[src/rtl/scan_dff_chain_pkg.sv]
// Shared definitions for the scan register chain: cell modes, reset defaults
// and the width helper used to size the shift counter.
package scan_chain_pkg;

  typedef enum logic [1:0] {
    MODE_HOLD  = 2'b00,
    MODE_LOAD  = 2'b01,
    MODE_SHIFT = 2'b10
  } mode_e;

  localparam logic DEFAULT_INIT_BIT = 1'b0;

  function automatic int unsigned clog2(input int unsigned n);
    int unsigned r;
    r = 0;
    while ((64'd1 << r) < 64'(n)) r++;
    return r;
  endfunction

endpackage

[src/rtl/scan_dff_chain_if.sv]
// Data/scan/status bundle of one scan register segment.
interface scan_dff_chain_if
  import scan_chain_pkg::*;
#(
  parameter int unsigned WIDTH = 8
);
  localparam int unsigned CNT_W = clog2(WIDTH + 1);

  logic             SE;
  logic             SI;
  logic             EN;
  logic [WIDTH-1:0] D;
  logic [WIDTH-1:0] Q;
  logic [WIDTH-1:0] QN;
  logic             SO;
  logic [CNT_W-1:0] SHIFT_CNT;
  logic             CHAIN_FULL;

  modport master (
    output SE, SI, EN, D,
    input  Q, QN, SO, SHIFT_CNT, CHAIN_FULL
  );

  modport slave (
    input  SE, SI, EN, D,
    output Q, QN, SO, SHIFT_CNT, CHAIN_FULL
  );
endinterface

[src/rtl/scan_dff_cell.sv]
// Single scan flip-flop: hold, functional load or serial shift, with a
// per-cell synchronous reset value.
module scan_dff_cell
  import scan_chain_pkg::*;
#(
  parameter logic INIT_BIT = DEFAULT_INIT_BIT
) (
  input  logic  CK,
  input  logic  RSTN,
  input  mode_e MODE,
  input  logic  SI,
  input  logic  D,
  output logic  Q
);
  logic q_q;

  always_ff @(posedge CK) begin
    if (!RSTN) begin
      q_q <= INIT_BIT;
    end else begin
      unique case (MODE)
        MODE_SHIFT: q_q <= SI;
        MODE_LOAD:  q_q <= D;
        default:    q_q <= q_q;
      endcase
    end
  end

  assign Q = q_q;
endmodule

[src/rtl/scan_dff_chain.sv]
// WIDTH-bit scan register segment with parallel load, serial shift and a
// saturating count of consecutive shift cycles.
module scan_dff_chain
  import scan_chain_pkg::*;
#(
  parameter int unsigned      WIDTH = 8,
  parameter logic [WIDTH-1:0] INIT  = {WIDTH{DEFAULT_INIT_BIT}}
) (
  input logic              CK,
  input logic              RSTN,
  scan_dff_chain_if.slave  bus
);
  localparam int unsigned      CNT_W   = clog2(WIDTH + 1);
  localparam logic [CNT_W-1:0] CNT_MAX = CNT_W'(WIDTH);

  mode_e            mode;
  logic [WIDTH-1:0] q;
  logic [CNT_W-1:0] cnt_q, cnt_d;
  logic             se_q;

  always_comb begin
    mode = MODE_HOLD;
    if (bus.SE)      mode = MODE_SHIFT;
    else if (bus.EN) mode = MODE_LOAD;
  end

  for (genvar i = 0; i < WIDTH; i++) begin : g_cell
    logic si_bit;
    if (i == 0) begin : g_head
      assign si_bit = bus.SI;
    end else begin : g_link
      assign si_bit = q[i-1];
    end
    scan_dff_cell #(.INIT_BIT(INIT[i])) u_cell (
      .CK   (CK),
      .RSTN (RSTN),
      .MODE (mode),
      .SI   (si_bit),
      .D    (bus.D[i]),
      .Q    (q[i])
    );
  end

  // A burst start (SE rising after a non-shift cycle) restarts the count at 1.
  always_comb begin
    cnt_d = cnt_q;
    if (bus.SE) begin
      if (!se_q)                cnt_d = CNT_W'(1);
      else if (cnt_q != CNT_MAX) cnt_d = cnt_q + CNT_W'(1);
    end
  end

  always_ff @(posedge CK) begin
    if (!RSTN) begin
      cnt_q <= '0;
      se_q  <= 1'b0;
    end else begin
      cnt_q <= cnt_d;
      se_q  <= bus.SE;
    end
  end

  assign bus.Q          = q;
  assign bus.QN         = ~q;
  assign bus.SO         = q[WIDTH-1];
  assign bus.SHIFT_CNT  = cnt_q;
  assign bus.CHAIN_FULL = (cnt_q == CNT_MAX);
endmodule

[src/flat_wrapper.sv]
// flat-port wrapper written by rule: the top's interface ports become plain ports
module scan_dff_chain_flat import scan_chain_pkg::*;
#(
  parameter int unsigned      WIDTH = 8,
  parameter logic [WIDTH-1:0] INIT  = {WIDTH{DEFAULT_INIT_BIT}}
)
  (CK, RSTN, bus_SE, bus_SI, bus_EN, bus_D, bus_Q, bus_QN, bus_SO, bus_SHIFT_CNT, bus_CHAIN_FULL);
  scan_dff_chain_if #(.WIDTH(WIDTH)) bus_i ();
  input logic CK;
  input logic RSTN;
  input wire logic [$bits(bus_i.SE)-1:0] bus_SE;
  input wire logic [$bits(bus_i.SI)-1:0] bus_SI;
  input wire logic [$bits(bus_i.EN)-1:0] bus_EN;
  input wire logic [$bits(bus_i.D)-1:0] bus_D;
  output wire logic [$bits(bus_i.Q)-1:0] bus_Q;
  output wire logic [$bits(bus_i.QN)-1:0] bus_QN;
  output wire logic [$bits(bus_i.SO)-1:0] bus_SO;
  output wire logic [$bits(bus_i.SHIFT_CNT)-1:0] bus_SHIFT_CNT;
  output wire logic [$bits(bus_i.CHAIN_FULL)-1:0] bus_CHAIN_FULL;
  assign bus_i.SE = bus_SE;
  assign bus_i.SI = bus_SI;
  assign bus_i.EN = bus_EN;
  assign bus_i.D = bus_D;
  assign bus_Q = bus_i.Q;
  assign bus_QN = bus_i.QN;
  assign bus_SO = bus_i.SO;
  assign bus_SHIFT_CNT = bus_i.SHIFT_CNT;
  assign bus_CHAIN_FULL = bus_i.CHAIN_FULL;
  scan_dff_chain #(.WIDTH(WIDTH), .INIT(INIT)) u_core (.CK(CK), .RSTN(RSTN), .bus(bus_i));
endmodule
[config.mk]
export PLATFORM = sky130hd
export DESIGN_NAME = scan_dff_chain_flat
export DESIGN_NICKNAME = d
export VERILOG_FILES = /design/src/rtl/scan_dff_chain_pkg.sv /design/src/rtl/scan_dff_chain_if.sv /design/src/rtl/scan_dff_cell.sv /design/src/rtl/scan_dff_chain.sv /design/src/flat_wrapper.sv
export SDC_FILE = /design/constraint.sdc
export NUM_CORES = 1
export LEC_CHECK = 0
export ABC_CLOCK_PERIOD_IN_PS = 4400
export BUFFER_PORTS_ARGS = -buffer_cell sky130_fd_sc_hd__buf_4
export CAP_MARGIN = 5
export CORE_MARGIN = 2
export CORE_UTILIZATION = 35
export CTS_CLUSTER_DIAMETER = 120
export CTS_CLUSTER_SIZE = 12
export DETAILED_ROUTE_END_ITERATION = 16
export GPL_TIMING_DRIVEN = 0
export PLACE_DENSITY = 0.74
export SLEW_MARGIN = 20
export SYNTH_ARGS = -nofsm -noshare
export SYNTH_HDL_FRONTEND = slang
export SYNTH_SLANG_ARGS = --single-unit
export TNS_END_PERCENT = 100
[constraint.sdc]
create_clock -name CK -period 4.4 [get_ports CK]
set_clock_uncertainty 0.2 [all_clocks]
set_input_delay 0.44 -clock CK [delete_from_list [all_inputs] [get_ports CK]]
set_output_delay 0.44 -clock CK [all_outputs]
set_load 0.02 [all_outputs]
==> tab_implementation.tex <==
\begin{tabular}{lr}
\hline
Metric & Value \\
\hline
\multicolumn{2}{l}{\textbf{Placed design}} \\
\quad Worst slack, placed & 2.66 ns \\
\quad Count of port buffers added during placement & 33 \\
\quad Global placement routability congestion & 0.686 \\
\quad Count of placed standard cells including taps & 148 \\
\quad Placed wire-length estimate after detailed placement & 1210 um \\
\multicolumn{2}{l}{\textbf{Setup path}} \\
\quad CP cell instances & inv\_1 -> ha\_1 -> and3b\_1 -> buf\_6 -> buf\_4 \\
\quad Arrival time of data at the critical path endpoint & 1.41 ns \\
\quad Data required, critical path & 3.76 ns \\
\quad Worst flop-to-flop path endpoint & u\_core.bus.SHIFT\_CNT[0] \\
\quad FF-to-FF path depth & 6 \\
\quad Reg-to-Reg Start & u\_core.bus.SHIFT\_CNT[0] \\
\quad Critical path class & reg2out \\
\quad Element type at the critical path end & output port \\
\quad Critical Path Slowest Stage Cell & sky130\_fd\_sc\_hd\_\_dfxtp\_1 \\
\quad Startpoint types & flip-flop \\
\quad Delay contributed by the slowest stage of the critical path & 0.41 ns \\
\quad Worst R2R Setup Slack & 2.74 ns \\
\quad Maximum fanout count along the critical path & 5 \\
\multicolumn{2}{l}{\textbf{Floorplanning}} \\
\quad Die X-Extent & 49.9 um \\
\quad Top-level I/O count & 35 \\
\quad Effective utilization at floorplan & 37.2\% \\
\quad FP Rows & 16 \\
\quad Core region area & 0.00198 mm2 \\
\quad Height of the die & 49.9 um \\
\quad Floorplan die area & 0.00249 mm2 \\
\multicolumn{2}{l}{\textbf{STA}} \\
\quad Final number of max-transition violations & 0 \\
\quad Worst rel slew slack & 76.7\% \\
\quad Worst-case setup margin in the final layout & 2.35 ns \\
\quad Hold slack & 0.209 ns \\
\quad Worst slew pin tran & 0.349 ns \\
\quad Sum of negative setup slack & 0 ns \\
\quad Final setup violation count & 0 \\
\quad Maximum frequency from static timing analysis & 0.488 GHz \\
\quad Final hold viol count & 0 \\
\quad RSZ-0062 raised after global routing & no \\
\quad Final period utilization & 46.5\% \\
\quad Min Tclk post-route & 2.05 ns \\
\multicolumn{2}{l}{\textbf{Global routing}} \\
\quad Vias in the first global route & 600 \\
\quad Initial antenna violation count & 0 \\
\quad GR peak layer & met2 \\
\quad Met2 capacity usage during global routing & 21.6\% \\
\quad Global-route total usage across every layer & 12.4\% \\
\quad Global Route met3 Usage & 2.12\% \\
\quad Total congestion overflow & 0 \\
\quad First-pass GRT wire length & 2460 um \\
\quad Maximum number of pins on one net before global-route repair & 11 \\
\quad Global routing met1 resource utilization & 14.6\% \\
\multicolumn{2}{l}{\textbf{CTS}} \\
\quad Clock latency on the worst-skew pair & 0.27 ns \\
\quad Number of hold-repair buffers added at the cts stage & 0 \\
\quad Total number of clock tree sinks & 13 \\
\quad Buffer depth of the longest clock path & 2 \\
\quad Post-CTS Setup Bufs & 0 \\
\quad Maximum level of the CTS H-tree & 1 \\
\quad Resize count post-CTS & 0 \\
\quad Number of buffers created by CTS & 3 \\
\quad Clock tree from TritonCTS & built \\
\quad Root buffer cell & sky130\_fd\_sc\_hd\_\_clkbuf\_4 \\
\quad Clock transition at the register clock pins on the worst setup and hold paths after CTS & 0.08 ns \\
\multicolumn{2}{l}{\textbf{Finish}} \\
\quad \# diodes & 0 \\
\quad Commonest cells after routing, fill and taps aside & 41 x sky130\_fd\_sc\_hd\_\_buf\_4, 13 x sky130\_fd\_sc\_hd\_\_dfxtp\_1, 11 x sky130\_fd\_sc\_hd\_\_nand2\_1 \\
\quad Fraction of final layout cells sized beyond drive strength 1 & 38.4\% \\
\quad Final Util & 52.8\% \\
\quad Area growth syn-to-layout & 41.7\% \\
\quad Number of cells in the finished layout apart from fillers & 152 \\
\quad Final nets & 141 \\
\quad Most common cell after layout, fill and taps aside & sky130\_fd\_sc\_hd\_\_buf\_4 \\
\multicolumn{2}{l}{\textbf{Power and ir drop}} \\
\quad Part of the power in the clock network & 28.3\% \\
\quad Gate power share & 23.0\% \\
\quad Power per Cell Area & 251 mW/mm2 \\
\quad Largest voltage drop on the vdd net & 0.000121 V \\
\quad Standby leakage power & 0.000500 uW \\
\quad Sequential share of power & 48.7\% \\
\quad Sw Share & 28.0\% \\
\quad Cell-internal power & 189 uW \\
\quad Total net switching power & 73.5 uW \\
\multicolumn{2}{l}{\textbf{Synthesis}} \\
\quad Synth Net Count & 103 \\
\quad Largest family of logic cells by synthesized area & simple AND/OR/NAND/NOR gates \\
\quad Flip-flop and latch count after synthesis & 13 \\
\quad Count of distinct cell types in the synthesized netlist & 22 \\
\quad Syn Std Cell Area & 738 um2 \\
\quad Complex-gate fraction of the synthesized area & 13.1\% \\
\quad Synth warn & 0 \\
\quad Main area contributors after synthesis & sky130\_fd\_sc\_hd\_\_dfxtp\_1 35\%, sky130\_fd\_sc\_hd\_\_mux2i\_1 11\%, sky130\_fd\_sc\_hd\_\_buf\_4 8.1\% \\
\quad Library cell with the largest summed area after synthesis & sky130\_fd\_sc\_hd\_\_dfxtp\_1 \\
\quad Proportion of netlist area held by the largest area contributor & 35.3\% \\
\quad Number of standard cells after synthesis & 88 \\
\quad Per-instance average area after synthesis & 8.39 um2 \\
\quad Synth Area in Simple Gates & 20.3\% \\
\quad Sequential cell area fraction in the yosys report & 35.3\% \\
\quad Multiplexer share of the synthesized area & 10.8\% \\
\quad Area share of fa/ha/maj cells after synthesis & 3.39\% \\
\quad Area share of xor/xnor cells in the synthesized design & 0\% \\
\multicolumn{2}{l}{\textbf{Drt}} \\
\quad Final wirelength & 1530 um \\
\quad Residual DRC & 0 \\
\quad Routed wire per std cell & 10.1 um \\
\quad First-iteration detailed-routing DRC count & 7 \\
\quad Residual antenna-violating net count after detailed routing & 0 \\
\quad Mean number of vias per cell & 4.48 \\
\quad Overall via count from detail\_route & 681 \\
\quad Router iterations before antenna repair & 4 \\
\multicolumn{2}{l}{\textbf{Worst hold path}} \\
\quad Cells on Worst Hold Path & 2 \\
\quad Worst Hold End & u\_core.se\_q \\
\quad Hold crit path type & in2reg \\
\quad Source of the worst hold timing path & RSTN \\
\multicolumn{2}{l}{\textbf{Outcome}} \\
\quad Result of the run & finished, final reports clean \\
\multicolumn{2}{l}{\textbf{Run}} \\
\quad Max-cap check violation count & 0 \\
\hline
\end{tabular}
[metal layers]
| metal | routed length (um) | up-vias |
|---|---|---|
| met5 | 0 | - |
| li1 | - | 351 |
| met3 | 121 | 2 |
| met4 | 11 | 0 |
| met2 | 701 | 27 |
| met1 | 698 | 301 |
[Yosys cell counts (all sizes together)]
| library cell | number |
|---|---|
| dfxtp | 13 |
| buf | 11 |
| nand2 | 11 |
| inv | 10 |
| and2 | 9 |
| mux2i | 8 |
| o21ai | 8 |
| a21boi | 2 |
| clkbuf | 2 |
| ha | 2 |
| o21a | 2 |
| o31a | 2 |
| and3 | 1 |
| and3b | 1 |
| nand2b | 1 |
| nand3 | 1 |
| nor2b | 1 |
| nor3 | 1 |
| nor4b | 1 |
| o32ai | 1 |
[worst max-delay path, delay by kind of cell, from the launching register on]
kind          cells  cell delay, ns
fa+ha+maj         1            0.20
buf+inv           3            0.35
flops             1            0.41
simple gates      1            0.17
[metrics by stage]
stage,total power [uW],area [um2]
after floorplan,165,738
after global placement,190,1020
after detailed placement,192,1020
after CTS,264,1050
after global routing,271,1050
final,263,1050
[worst max path at each step]
stage               depth (start not counted)                       to  slack (ns)                    start
floorplan                                   6  u_core.bus.SHIFT_CNT[0]        2.69  u_core.bus.SHIFT_CNT[0]
global placement                            5           bus_CHAIN_FULL        2.68  u_core.bus.SHIFT_CNT[0]
detailed placement                          5           bus_CHAIN_FULL        2.66  u_core.bus.SHIFT_CNT[0]
CTS                                         5           bus_CHAIN_FULL        2.34  u_core.bus.SHIFT_CNT[0]
global route                                5           bus_CHAIN_FULL        2.30  u_core.bus.SHIFT_CNT[0]
finish                                      5           bus_CHAIN_FULL        2.35  u_core.bus.SHIFT_CNT[0]
[final cells by class]
| type | instances | area, um2 |
|---|---|---|
| inverters | 10 | 37.5 |
| plain buffers | 13 | 88.8 |
| repair buffers | 33 | 248 |
| multi-input cells | 52 | 352 |
| clock buffers | 4 | 26.3 |
| fillers | 193 | 936 |
| well taps | 27 | 33.8 |
| flip-flops and latches | 13 | 260 |
[cell families (layout without fill, tap and decap cells)]
group,count (synthesis),in the layout
flip-flops,13,13
AO/OA/AOI/OAI,15,15
multiplexers,8,8
buffers and inverters,23,60
adder cells (fa/ha/maj),2,2
AND/OR/NAND/NOR,27,27
[power groups by stage]
stage               clock (uW)  combinational, uW  sequential [uW]
floorplan                    0               33.9              131
global placement             0               59.8              131
detailed placement           0               61.1              131
CTS                       74.3               61.2              128
global route              76.4               65.5              129
finish                    74.4               60.4              128
[state kept, by name (all words and copies together) (netlist names)]
register and count:
u_core.bus.SHIFT_CNT 4, u_core.se_q 1, u_core.g_cell.u_cell.Q 8
No activity file was read; power rests on OpenSTA's default activity.
